[src/rtl/scan_target_mux.sv]
// Scan-bus fan-out: routes one read/write at a time to one of NUM_TGT targets and returns a response.
// Optional build macro SCAN_MUX_TIMEOUT_EN adds a TIMEOUT-cycle limit on waiting for the target.
//
// state | meaning
// IDLE  | waiting for a scan request
// ISSUE | strobe cycle; the selected target is read or written
// WAIT  | waiting for the selected target's ready
// RESP  | scan_ready pulse with the response
module scan_target_mux #(
  parameter int ADDR_W  = 12,
  parameter int DATA_W  = 32,
  parameter int SEL_W   = 2,
  parameter int TIMEOUT = 15
) (
  input  logic                        clk,
  input  logic                        rst,
  input  logic                        scan_ren,
  input  logic                        scan_wen,
  input  logic [ADDR_W-1:0]           scan_addr,
  input  logic [DATA_W-1:0]           scan_wdata,
  output logic [DATA_W-1:0]           scan_rdata,
  output logic                        scan_ready,
  output logic                        scan_err,
  output logic                        scan_drop,
  output logic [(2**SEL_W)-1:0]       tgt_ren,
  output logic [(2**SEL_W)-1:0]       tgt_wen,
  output logic [ADDR_W-SEL_W-1:0]     tgt_addr,
  output logic [DATA_W-1:0]           tgt_wdata,
  input  logic [(2**SEL_W)*DATA_W-1:0] tgt_rdata,
  input  logic [(2**SEL_W)-1:0]       tgt_ready
);

  localparam int NUM_TGT = 2**SEL_W;
  localparam int LOC_W   = ADDR_W - SEL_W;

  if (TIMEOUT < 1 || SEL_W < 1 || SEL_W >= ADDR_W) begin : g_param_check
    $error("scan_target_mux: need TIMEOUT >= 1 and 1 <= SEL_W < ADDR_W");
  end

  typedef enum logic [1:0] {IDLE, ISSUE, WAIT, RESP} state_t;

  state_t             state_q, state_d;
  logic [SEL_W-1:0]   sel_q, sel_d, new_sel;
  logic               wr_q, wr_d;
  logic [LOC_W-1:0]   addr_d;
  logic [DATA_W-1:0]  wdata_d, rdata_d, sel_data;
  logic [NUM_TGT-1:0] ren_d, wen_d;
  logic               ready_d, err_d, drop_d, sel_rdy, req;

`ifdef SCAN_MUX_TIMEOUT_EN
  localparam int CNT_W = (TIMEOUT > 1) ? $clog2(TIMEOUT) : 1;
  logic [CNT_W-1:0] cnt_q, cnt_d;
`endif

  always_comb begin
    sel_data = '0;
    for (int k = 0; k < NUM_TGT; k++) begin
      if (sel_q == SEL_W'(k)) sel_data = tgt_rdata[k*DATA_W +: DATA_W];
    end
  end

  assign sel_rdy = tgt_ready[sel_q];
  assign req     = scan_ren | scan_wen;
  assign new_sel = scan_addr[ADDR_W-1 -: SEL_W];

  always_comb begin
    state_d = state_q;
    sel_d   = sel_q;
    wr_d    = wr_q;
    addr_d  = tgt_addr;
    wdata_d = tgt_wdata;
    rdata_d = scan_rdata;
    ren_d   = '0;
    wen_d   = '0;
    ready_d = 1'b0;
    err_d   = 1'b0;
    drop_d  = scan_drop;
`ifdef SCAN_MUX_TIMEOUT_EN
    cnt_d   = cnt_q;
`endif
    case (state_q)
      IDLE: begin
        if (scan_ren && scan_wen) begin
          state_d = RESP;
          ready_d = 1'b1;
          err_d   = 1'b1;
          rdata_d = '0;
        end else if (req) begin
          state_d = ISSUE;
          sel_d   = new_sel;
          wr_d    = scan_wen;
          addr_d  = scan_addr[LOC_W-1:0];
          wdata_d = scan_wdata;
          if (scan_wen) wen_d[new_sel] = 1'b1;
          else          ren_d[new_sel] = 1'b1;
`ifdef SCAN_MUX_TIMEOUT_EN
          cnt_d   = CNT_W'(TIMEOUT - 1);
`endif
        end
      end
      ISSUE, WAIT: begin
        if (req) drop_d = 1'b1;
        // a ready in the expiry cycle takes priority over the timeout
        if (sel_rdy) begin
          state_d = RESP;
          ready_d = 1'b1;
          if (!wr_q) rdata_d = sel_data;
`ifdef SCAN_MUX_TIMEOUT_EN
        end else if (cnt_q == '0) begin
          state_d = RESP;
          ready_d = 1'b1;
          err_d   = 1'b1;
          rdata_d = '0;
        end else begin
          state_d = WAIT;
          cnt_d   = cnt_q - CNT_W'(1);
`else
        end else begin
          state_d = WAIT;
`endif
        end
      end
      RESP: begin
        if (req) drop_d = 1'b1;
        state_d = IDLE;
      end
      default: state_d = IDLE;
    endcase
  end

  always_ff @(posedge clk) begin
    if (rst) begin
      state_q    <= IDLE;
      sel_q      <= '0;
      wr_q       <= 1'b0;
      tgt_addr   <= '0;
      tgt_wdata  <= '0;
      tgt_ren    <= '0;
      tgt_wen    <= '0;
      scan_rdata <= '0;
      scan_ready <= 1'b0;
      scan_err   <= 1'b0;
      scan_drop  <= 1'b0;
`ifdef SCAN_MUX_TIMEOUT_EN
      cnt_q      <= '0;
`endif
    end else begin
      state_q    <= state_d;
      sel_q      <= sel_d;
      wr_q       <= wr_d;
      tgt_addr   <= addr_d;
      tgt_wdata  <= wdata_d;
      tgt_ren    <= ren_d;
      tgt_wen    <= wen_d;
      scan_rdata <= rdata_d;
      scan_ready <= ready_d;
      scan_err   <= err_d;
      scan_drop  <= drop_d;
`ifdef SCAN_MUX_TIMEOUT_EN
      cnt_q      <= cnt_d;
`endif
    end
  end

endmodule

[config.mk]
export PLATFORM = sky130hd
export DESIGN_NAME = scan_target_mux
export DESIGN_NICKNAME = d
export VERILOG_FILES = /design/src/rtl/scan_target_mux.sv
export SDC_FILE = /design/constraint.sdc
export NUM_CORES = 1
export LEC_CHECK = 0
export CAP_MARGIN = 5
export CORE_MARGIN = 4
export CORE_UTILIZATION = 45
export CTS_BUF_LIST = sky130_fd_sc_hd__clkbuf_8
export CTS_CLUSTER_DIAMETER = 40
export DETAILED_ROUTE_END_ITERATION = 16
export DONT_BUFFER_PORTS = 1
export GPL_ROUTABILITY_DRIVEN = 0
export HOLD_SLACK_MARGIN = 0.06
export PLACE_DENSITY_LB_ADDON = 0.08
export SYNTH_ARGS = -nofsm -noshare
export SYNTH_HDL_FRONTEND = slang
export SYNTH_SLANG_ARGS = --single-unit
[constraint.sdc]
create_clock -name clk -period 3.9 [get_ports clk]
set_input_delay 0.78 -clock clk [delete_from_list [all_inputs] [get_ports clk]]
set_output_delay 0.78 -clock clk [all_outputs]
set_load 0.02 [all_outputs]
==> flow_summary.toml <==
[synth]
synth_edf_count = 0
syn_area_um2 = 4232
synth.distinct_cells = 22
synthesis.nets = 621
synth_top_family_by_area = "multiplexers"
synth_most_common_cell = "nand2_1"
netlist.area_leader.share_pct = 42.58
synthMuxAreaShare_pct = 25.67
synthAdderAreaFrac_pct = 1.774
synth-compound-area-share_pct = 6.446
synth_top_area_cell = "dfxtp_1"
ys.flop_type = "dfxtp_1"
yosys.area_share.simple_pct = 18.75
synth-seq-area-share_pct = 42.58
synth_xor_area_share_pct = 0
synth_common_cells = "129 x nand2_1, 90 x dfxtp_1, 47 x a21oi_1"
yosysWarnings = 0
ys_ff_latch = 90
netlist_instances = 435
syn_avg_cell_area_um2 = 9.728
synth_top_cells_by_area = "dfxtp_1 43%, mux4_2 15%, nand2_1 11%"
async_flop_share_pct = 0

[final_layout]
layout.nets = 603
diodes = 0
syn2layout_area_growth_pct = 4.406
num-fill-cells = 870
final_area_um2 = 4418
drive_above_1_share_pct = 12.09
ff_latch_area_um2 = 1803
multi_input_area_um2 = 2227

[setup_path]
cp-startpoint = "sel_q[1]"
required_ns = 4.10
crit_type = "register to register"
critPathCaptureType = "register"
rrSetupSlack_ns = 1.75
crit_end = "scan_rdata[3]"
ff2ff_path_depth = 5
crit_path_start_kind = "register"
reg2reg_to = "scan_rdata[3]"
crit-reg2reg-launch = "sel_q[1]"
crit_arrival_ns = 2.35
cp_max_fo = 32

[sta]
final.min_clock_period_ns = 2.147
maxSlewHeadroom_pct = 52.56
finalSetupTns_ns = 0
final.setup_skew_ns = 0.01496
worstMarginPinSlew_ns = 0.7116
slew_violations = 0
hold_viol_final = 0
period_share_pct = 55.05
setup_viol = 0
rsz0062_at_grt = "no"
fmax_mhz = 465.8

[power]
ir_drop_uv = 256.5
swShare_pct = 34.92
comb_power_share_pct = 21.5
intPower_mw = 1.583
seq_power_share_pct = 52.4
total_power_mw = 2.433
power.switching_uw = 849.7
powerDensity_nw_per_um2 = 550.7
p_leak_nw = 1.730
clkPwrFrac_pct = 26.1

[route]
routed_wl_mm = 10.46
route.vias.total = 2975
drtPass1Iterations = 4
vias_per_cell = 5.582
drc_errors = 0
ant_nets = 0
wl_per_cell_um = 19.63
drtIter0Drc = 89

[clock_tree]
cts.sinks = 90
clock_path_buffers = 2
postCtsResizedCells = 0
root_buffer = "clkbuf_8"
cts_tree = "built"
cts_buffers = 9
clk_latency_ns = 0.34
h-tree-depth = 3
clkSlewWorstSetupHoldPaths_ns = 0.10
hold_buffers = 0
cts_setup_buffers = 0

[floorplan]
core_um2 = 9196
ioPinCount = 265
die_h_um = 105.0
die_area_um2 = 11020
fp-row-count = 35
chipWidth_um = 105.0
start_util_pct = 46.01

[global_route]
grt_usage_pct = 18.43
grt_pass1_wl_mm = 16.31
grt_max_degree = 85
grt_pass1_vias = 3036
antenna_found_initial = 0
overflow = 0

[status]
run_status = "complete, no violations"

[placement]
post-dp-hpwl_mm = 7.799
place_area_um2 = 4218
portBuffers = 0

[hold_path]
hp-class = "register to register"

[job]
drv_cap = 0
==> registers in the layout, indices dropped and copies added, names as in the netlist <==
register	flops
scan_rdata	32
tgt_wdata	32
tgt_addr	10
tgt_ren	4
tgt_wen	4
sel_q	2
state_q	2
scan_drop	1
scan_err	1
scan_ready	1
wr_q	1
==> worst min-delay path by stage <==
stage | slack, ns | endpoint | cells past startpoint | startpoint
after global placement | 0.44 | wr_q | 2 | wr_q
final | 0.45 | wr_q | 2 | wr_q
after global routing | 0.46 | tgt_wen[0] | 1 | scan_addr[10]
after floorplan | 0.44 | wr_q | 2 | wr_q
after detailed placement | 0.44 | wr_q | 2 | wr_q
after CTS | 0.45 | wr_q | 2 | wr_q
==> power by group through the flow <==
stage          Combinational [mW]  Sequential, mW  Clock [mW]
5_1_grt                     0.589            1.29       0.704
6_report                    0.523            1.27       0.636
3_3_place_gp                0.522            1.30           0
4_1_cts                     0.533            1.28       0.666
3_5_place_dp                0.532            1.30           0
2_1_floorplan               0.496            1.25           0
==> worst max-delay path, cell delays in order, from the launching register on <==
cell and delay [ns]:
dfxtp_1 0.59, buf_4 0.40, nand2_1 0.11, o22ai_2 0.28
nand2_4 0.36, mux2i_1 0.22
==> routing by layer <==
metal	vias to the layer above	GRT usage, %	part of all wire, %
met5	-	0	0
met4	0	5.342	0.97
met3	9	7.165	11
met2	149	30.93	49
met1	1376	21.85	38
li1	1441	-	-
==> logic make-up (layout without fill, tap and decap cells) <==
family | after synthesis | count (layout)
AO/OA/AOI/OAI | 51 | 51
buffers and inverters | 38 | 25
AND/OR/NAND/NOR | 183 | 183
adder cells (fa/ha/maj) | 6 | 6
flip-flops | 90 | 90
multiplexers | 67 | 67
==> layout by cell type, fill, tap and decap left out <==
cell	instances
bufinv_16	1
nand2_1	129
mux2i_1	35
nand2b_1	35
a211oi_1	2
mux4_1	4
nor3_1	3
clkinv_4	2
clkinvlp_4	1
mux4_2	28
buf_4	4
inv_6	2
dfxtp_1	89
nand2_4	1
clkbuf_8	9
ha_1	6
nor2_1	13
o21ba_2	1
inv_1	6
dfxtp_2	1
nor4b_1	1
o22ai_2	1
a21oi_1	47
and2_1	1
==> through the flow <==
step                      setup slack [ns]  hold slack, ns  utilization [%]  instances
after detailed placement             1.721          0.4425            45.86        517
after floorplan                      2.018          0.4361                -        435
after CTS                            1.735          0.4550            48.04        533
after global routing                 1.560          0.4601            48.04        533
final                                1.753          0.4509            48.04        533
after global placement               1.771          0.4432            45.86        517
==> final cells by class <==
class	count	share of cell area, %
multi-input combinational	307	50.41
inverter	5	0.4248
clock buffer	9	2.804
sequential	90	40.81
timing repair buffer	4	0.6797
tap	111	3.144
clock inverter	7	1.728
Power figures use the tool's default switching activity.
